## config.mk

```make
export PLATFORM = sky130hd
export DESIGN_NAME = instruction_fetch
export DESIGN_NICKNAME = d
export VERILOG_FILES = /design/src/rtl/fetch_pkg.sv /design/src/rtl/fetch_perf_counters.sv /design/src/rtl/instruction_fetch.sv
export SDC_FILE = /design/constraint.sdc
export NUM_CORES = 1
export LEC_CHECK = 0
export CAP_MARGIN = 30
export CORE_MARGIN = 10
export CORE_UTILIZATION = 50
export CTS_CLUSTER_DIAMETER = 100
export CTS_CLUSTER_SIZE = 16
export DETAILED_ROUTE_END_ITERATION = 7
export DONT_BUFFER_PORTS = 1
export SLEW_MARGIN = 20
export SYNTH_ARGS = -nofsm -noshare
export SYNTH_HDL_FRONTEND = slang
export SYNTH_SLANG_ARGS = --single-unit
```

## constraint.sdc

```tcl
create_clock -name clock -period 5.1 [get_ports clock]
set_input_delay 1.275 -clock clock [delete_from_list [all_inputs] [get_ports clock]]
set_output_delay 1.275 -clock clock [all_outputs]
set_load 0.05 [all_outputs]
```

## src/rtl/fetch_pkg.sv

```systemverilog
// Shared types and constants for the instruction fetch stage.
package fetch_pkg;

  typedef enum logic [1:0] {
    ST_IDLE = 2'd0,
    ST_RUN  = 2'd1,
    ST_HALT = 2'd2
  } fetch_state_e;

  localparam logic [5:0] HALT_OPCODE = 6'h3F;
  localparam int unsigned PC_STEP = 4;

  function automatic logic is_halt_op(input logic [5:0] opcode);
    return opcode == HALT_OPCODE;
  endfunction

endpackage

```

## src/rtl/fetch_perf_counters.sv

```systemverilog
// Saturating counters for accepted transfers and backpressure cycles.
module fetch_perf_counters (
  input  logic        clock,
  input  logic        reset_n,
  input  logic        accept_i,
  input  logic        stall_i,
  output logic [31:0] fetch_count_o,
  output logic [31:0] stall_count_o
);

  logic [31:0] fetch_count_q;
  logic [31:0] fetch_count_d;
  logic [31:0] stall_count_q;
  logic [31:0] stall_count_d;

  // Next-state: increment on event, stick at all-ones.
  always_comb begin
    fetch_count_d = fetch_count_q;
    stall_count_d = stall_count_q;
    if (accept_i && (fetch_count_q != 32'hFFFF_FFFF)) begin
      fetch_count_d = fetch_count_q + 32'd1;
    end else begin
      fetch_count_d = fetch_count_q;
    end
    if (stall_i && (stall_count_q != 32'hFFFF_FFFF)) begin
      stall_count_d = stall_count_q + 32'd1;
    end else begin
      stall_count_d = stall_count_q;
    end
  end

  // Counter registers with synchronous active-low reset.
  always_ff @(posedge clock) begin
    if (!reset_n) begin
      fetch_count_q <= 32'd0;
      stall_count_q <= 32'd0;
    end else begin
      fetch_count_q <= fetch_count_d;
      stall_count_q <= stall_count_d;
    end
  end

  assign fetch_count_o = fetch_count_q;
  assign stall_count_o = stall_count_q;

endmodule

```

## src/rtl/instruction_fetch.sv

```systemverilog
// Instruction fetch stage: PC, output register and valid/ready handoff to decode.
// Define FETCH_PERF_CNT_EN to add the fetch_count/stall_count outputs.
module instruction_fetch
  import fetch_pkg::*;
#(
  parameter int unsigned DATA_WIDTH = 32,
  parameter int unsigned ADDR_WIDTH = 16,
  parameter logic [ADDR_WIDTH-1:0] RESET_PC = '0
) (
  input  logic                  clock,
  input  logic                  reset_n,
  input  logic                  start,
  output logic [ADDR_WIDTH-1:0] i_address,
  input  logic [DATA_WIDTH-1:0] i_read_data,
  input  logic                  redirect_valid,
  input  logic [ADDR_WIDTH-1:0] redirect_pc,
  output logic                  if_valid,
  input  logic                  if_ready,
  output logic [DATA_WIDTH-1:0] if_instr,
  output logic [ADDR_WIDTH-1:0] if_pc,
  output logic                  halted
`ifdef FETCH_PERF_CNT_EN
  ,
  output logic [31:0]           fetch_count,
  output logic [31:0]           stall_count
`endif
);

  localparam logic [ADDR_WIDTH-1:0] PC_INC     = ADDR_WIDTH'(PC_STEP);
  localparam logic [ADDR_WIDTH-1:0] ALIGN_MASK = {{(ADDR_WIDTH-2){1'b1}}, 2'b00};

  fetch_state_e          state_q, state_d;
  logic [ADDR_WIDTH-1:0] pc_q, pc_d;
  logic                  if_valid_q, if_valid_d;
  logic [DATA_WIDTH-1:0] if_instr_q, if_instr_d;
  logic [ADDR_WIDTH-1:0] if_pc_q, if_pc_d;
  logic                  halted_q;

  // Next-state and datapath: redirect beats load, load beats hold.
  always_comb begin
    state_d    = state_q;
    pc_d       = pc_q;
    if_valid_d = if_valid_q;
    if_instr_d = if_instr_q;
    if_pc_d    = if_pc_q;
    case (state_q)
      ST_IDLE: begin
        if (start) begin
          state_d = ST_RUN;
        end else begin
          state_d = ST_IDLE;
        end
      end
      ST_RUN: begin
        if (redirect_valid) begin
          pc_d       = redirect_pc & ALIGN_MASK;
          if_valid_d = 1'b0;
        end else if (!if_valid_q || if_ready) begin
          if_instr_d = i_read_data;
          if_pc_d    = pc_q;
          if_valid_d = 1'b1;
          // A halt word is still delivered; only the PC stops advancing.
          if (is_halt_op(i_read_data[DATA_WIDTH-1 -: 6])) begin
            state_d = ST_HALT;
          end else begin
            pc_d = pc_q + PC_INC;
          end
        end else begin
          if_valid_d = if_valid_q;
        end
      end
      ST_HALT: begin
        if (redirect_valid) begin
          pc_d       = redirect_pc & ALIGN_MASK;
          if_valid_d = 1'b0;
          state_d    = ST_RUN;
        end else if (if_ready) begin
          if_valid_d = 1'b0;
        end else begin
          if_valid_d = if_valid_q;
        end
      end
      default: begin
        state_d    = ST_IDLE;
        if_valid_d = 1'b0;
      end
    endcase
  end

  // State and output registers; reset wins over any in-flight transfer.
  always_ff @(posedge clock) begin
    if (!reset_n) begin
      state_q    <= ST_IDLE;
      pc_q       <= RESET_PC;
      if_valid_q <= 1'b0;
      if_instr_q <= '0;
      if_pc_q    <= '0;
      halted_q   <= 1'b0;
    end else begin
      state_q    <= state_d;
      pc_q       <= pc_d;
      if_valid_q <= if_valid_d;
      if_instr_q <= if_instr_d;
      if_pc_q    <= if_pc_d;
      halted_q   <= (state_d == ST_HALT);
    end
  end

  assign i_address = pc_q;
  assign if_valid  = if_valid_q;
  assign if_instr  = if_instr_q;
  assign if_pc     = if_pc_q;
  assign halted    = halted_q;

`ifdef FETCH_PERF_CNT_EN
  fetch_perf_counters u_perf (
    .clock         (clock),
    .reset_n       (reset_n),
    .accept_i      (if_valid_q && if_ready),
    .stall_i       (if_valid_q && !if_ready),
    .fetch_count_o (fetch_count),
    .stall_count_o (stall_count)
  );
`endif

endmodule

```

# --- After elaboration in Yosys (flattened, before gate mapping) ---
# Cells that the tools add are included.
op_classes:
  n_lt_le_gt_ge: 0
  n_mul: 0
  shift: 0
  n_bitwise: 2
  eq_ne: 8
  addsub: 1
  mux: 16
  n_div: 0
  n_reduce_logical: 7
op_table:
  columns: ["operator", "n"]
  rows:
  - ["$mux 16", 4]
  - ["$pmux 16 s2", 1]
  - ["$add 16x3->16 const B", 1]
  - ["$ne 3x3->1 const B", 3]
  - ["$mux 2", 4]
  - ["$eq 6x6->1 const B", 1]
  - ["$pmux 2 s3", 1]
  - ["$reduce_and 3->1", 2]
  - ["$mux 1", 5]
  - ["$eq 2x2->1 const B", 2]
  - ["$reduce_and 4->1", 1]
  - ["$pmux 1 s3", 1]
  - ["$eq 2x1->1 const B", 1]
  - ["$logic_not 2->1", 1]
  - ["$ne 2x2->1 const B", 1]
  - ["$not 1->1", 2]
  - ["$reduce_bool 2->1", 1]
  - ["$logic_not 1->1", 1]
  - ["$logic_or 1x1->1", 1]
word_totals:
  word_cells: 40
  mem_bits_ro: 0
  ramBits: 0
  memories: 0
  inputBits: 53
  out_inout_bits: 66
  regBits: 68
  latch_bits: 0

# --- Depth between registers and ports, before layout ---
logic_depth:
  word_depth: 6
  depth_mapped: 7
  ltp_nobuf: 5

# --- Worst setup path before layout ---
# OpenSTA, ideal clock, no wires.
synth_path:
  kind: "input -> register"
  startpoint: "input i_read_data[28]"
  endpoint: "register pc_q[2], in the netlist i_address[2]"
  n_path_buf: 1
  setup_time_ns: 0.074
  setup_slack_ns: 2.627
  t_required_ns: 5.026
  stages: 5
  arrival_time_ns: 2.399
  cell_sequence: "and4b_1 > and4_4 > clkbuf_2 > or4_1 > a31oi_1"
synth_between:
  elab_chain_len: 3
synth_rtl:
  columns: ["element", "line_no", "source"]
  rows:
  - ["from (decl)", "instruction_fetch.sv:14", "input logic [DATA_WIDTH-1:0] i_read_data,"]
  - ["$eq 6x6->1", "fetch_pkg.sv:14", "return opcode == HALT_OPCODE;"]
  - ["$ne 3x3->1 (no source line)", null, null]
  - ["$reduce_and 4->1 (no source line)", null, null]
  - ["to (signal assigned)", "instruction_fetch.sv:101", "pc_q <= pc_d;"]
  - ["to (decl)", "instruction_fetch.sv:33", "logic [ADDR_WIDTH-1:0] pc_q, pc_d;"]
# No other way between the ends.
# A chain may end at the register's enable or synchronous reset.

# --- Worst setup path after layout ---
layout_path:
  startpoint: "register pc_q[8], in the netlist i_address[8]"
  endpoint: "output i_address[8]"
layout_lines:
  columns: ["element", "line_no", "source"]
  rows:
  - ["to (decl)", "instruction_fetch.sv:13", "output logic [ADDR_WIDTH-1:0] i_address,"]
# No word-level cell between the ends.

==> flow_summary_export.csv <==
group,metric,value,unit
status,status,"finished clean",
clocking,cts_max_level,3,
timing,setup_viol,0,
flow_run,drv_cap,0,
cells_and_area,syn2layout_area_growth,5.368,%
timing,fmax,413.0,MHz
clocking,cts_made_buffers,9,
routing,routedWlPerCell,19.21,um
synthesis,syn_avg_cell_area,7.925,um^2
timing,fin_crit_sh,47.48,%
timing,fin_setup_tns,0,ns
worst_setup_path,worstPathArrival,1.15,ns
clocking,clock_path_buffers,2,
power,power_density,359.4,mW/mm^2
timing,max-slew-margin-rel,44.48,%
die,die_h,94.49,um
placement,io_buffers,0,
cells_and_area,final_cell_mix,"nand2_1, dfxtp_1, a21oi_1",
clocking,clk_pin_slew,0.07,ns
synthesis,postSynthCellCount,350,
die,num_rows,27,
placement,dp_cells,398,
placement,routabilityCongestion,0.7770,
die,dieArea,0.008927,mm^2
clocking,cts_root_buffer,"clkbuf_8",
routing,via_per_inst,5.825,
worst_setup_path,endpoint_kind,"primary output",
clocking,post_cts_buffers,0,
routing,wirelength,7.916,mm
worst_setup_path,crit_required,3.83,ns
power,leakage,0.0009417,uW
cells_and_area,insertedDiodeCount,0,
worst_setup_path,setup.worst_path.start_class,"register",
synthesis,synth_edf_count,0,
cells_and_area,drive_gt1_share,6.765,%
synthesis,ys_warn_count,0,
cells_and_area,final_cell_count_no_fill,412,
cells_and_area,final_common_cell,"nand2_1",
cells_and_area,fill_cells,546,
timing,layout_min_cycle_time,2.421,ns
global_route,antenna_found_initial,0,
timing,report.final.hold_viol_count,0,
die,die_w,94.49,um
global_route,gr-total-overflow,0,
global_route,grt_pass1_vias,2207,
clocking,tritoncts,"yes",
power,ir_worst_vdd,0.1694,mV
placement,post-dp-hpwl,5.419,mm
synthesis,synth_ff_type,"dfxtp_1",
worst_setup_path,cp_max_fo,10,
hold_path,min_path_type,"register to register",
clocking,clkSinkCount,64,
timing,rsz0062_at_grt,"false",
synthesis,ys_types,50,
die,core,0.005439,mm^2
clocking,cts_resized,0,
global_route,grt_pass1_wl,12.06,mm
timing,clock_skew,0.008719,ns
timing,drv_slew,0,
clocking,cts_hold_buffers,0,
clocking,clk_latency,0.34,ns
cells_and_area,nNetsFinal,391,
routing,vias,2400,
global_route,grt_max_degree,47,
global_route,globalRouteTotalUtil,17.00,%
routing,route.detailed.drc,0,
routing,drtIter0Drc,85,
synthesis,syn_area,0.002774,mm^2
synthesis,async_flop_share,0,%
routing,ant_nets,0,
timing,tightest_slew,0.8328,ns
worst_setup_path,crit_type,"register to primary output",
synthesis,ys_seq_elements,64,
synthesis,ys_seq_area_share,46.19,%
routing,dr.pass1.iters,4,
die,num_io_pins,119,
die,start_util,51.00,%
-- synthesized netlist by cell type, types with 2 or more instances --
library cell | count | area, um^2
nor2_1 | 4 | 15.01
buf_2 | 7 | 35.03
o21ai_0 | 7 | 35.03
and2_1 | 2 | 12.51
and3_1 | 2 | 12.51
nand3_1 | 3 | 15.01
a21oi_1 | 54 | 270.3
nor3b_1 | 2 | 15.01
nand2_1 | 106 | 397.9
and4_1 | 2 | 17.52
dfxtp_1 | 64 | 1281
a311oi_1 | 2 | 17.52
a22oi_1 | 3 | 22.52
or3_1 | 2 | 12.51
nor3_1 | 3 | 15.01
nand2b_1 | 4 | 25.02
a211oi_1 | 9 | 67.56
a31oi_1 | 2 | 12.51
o31ai_1 | 2 | 15.01
nor4_1 | 3 | 18.77
clkbuf_1 | 13 | 48.80
buf_4 | 8 | 60.06
nand4_1 | 6 | 37.54
or4_1 | 2 | 15.01
o22ai_1 | 4 | 25.02
inv_1 | 2 | 7.510
o32ai_1 | 6 | 52.55
o31a_1 | 4 | 35.03
-- path summary, 6_finish.rpt --
kind                                       to  slack [ns]         start  cells after the start
worst min-delay path                 if_valid        0.62    state_q[0]                      3
worst max-delay path             i_address[8]        2.68  i_address[8]                      0
worst max register to register  i_address[14]        2.77  i_address[3]                      5
worst min register to register       if_valid        0.62    state_q[0]                      3
-- flip-flops by register name (all words and copies together), names as in the netlist --
register	cells
if_instr	32
if_pc	14
state_q	2
i_address	14
if_valid	1
halted	1
-- layer usage --
metal  up-vias  track usage, %  wire length (um)  share of wire [%]
li1       1196               -                 -                  -
met1      1094           20.68              3183                 40
met2       104           25.06              3697                 47
met3         6           9.199               977                 12
met4         0           5.736                57               0.72
met5         -               0                 0                  0
-- power by group --
part / switching [uW] / total (uW) / internal (uW)
Sequential: 83.9 / 602 / 519
Combinational: 52.9 / 79.5 / 26.5
Clock: 187 / 369 / 181
Total: 324 / 1050 / 726
-- logic make-up after synthesis --
group | after synthesis | share of synthesized area, %
compound gates | 101 | 22.42
fa+ha+maj | 1 | 0.4510
buf+inv | 32 | 5.773
flops | 64 | 46.19
mux | 1 | 0.3609
other cells | 1 | 0.1352
simple gates | 150 | 24.67
-- cell type report --
type / instances / area [um^2] / share of cell area [%]
Clock inverter: 4 / 22.52 / 0.7705
Clock buffer: 10 / 137.6 / 4.709
Inverter: 3 / 11.26 / 0.3853
Timing Repair Buffer: 2 / 35.03 / 1.199
Tap cell: 72 / 90.09 / 3.082
Multi-Input combinational cell: 257 / 1345 / 46.02
Sequential cell: 64 / 1281 / 43.84
-- stage by stage --
step           utilization (%)  total power [uW]  instance area [um^2]  hold slack (ns)  worst slack [ns]
5_1_grt                  53.74              1101                  2923           0.6731             2.544
4_1_cts                  53.74              1063                  2923           0.6201             2.660
3_5_place_dp             50.79             694.6                  2763           0.6113             2.381
2_1_floorplan                -             679.1                  2785           0.5599             2.627
3_3_place_gp             50.29             690.6                  2735           0.6066             2.413
6_report                 53.74              1051                  2923           0.6159             2.679
Note: power is estimated with default switching activity, not from simulation.
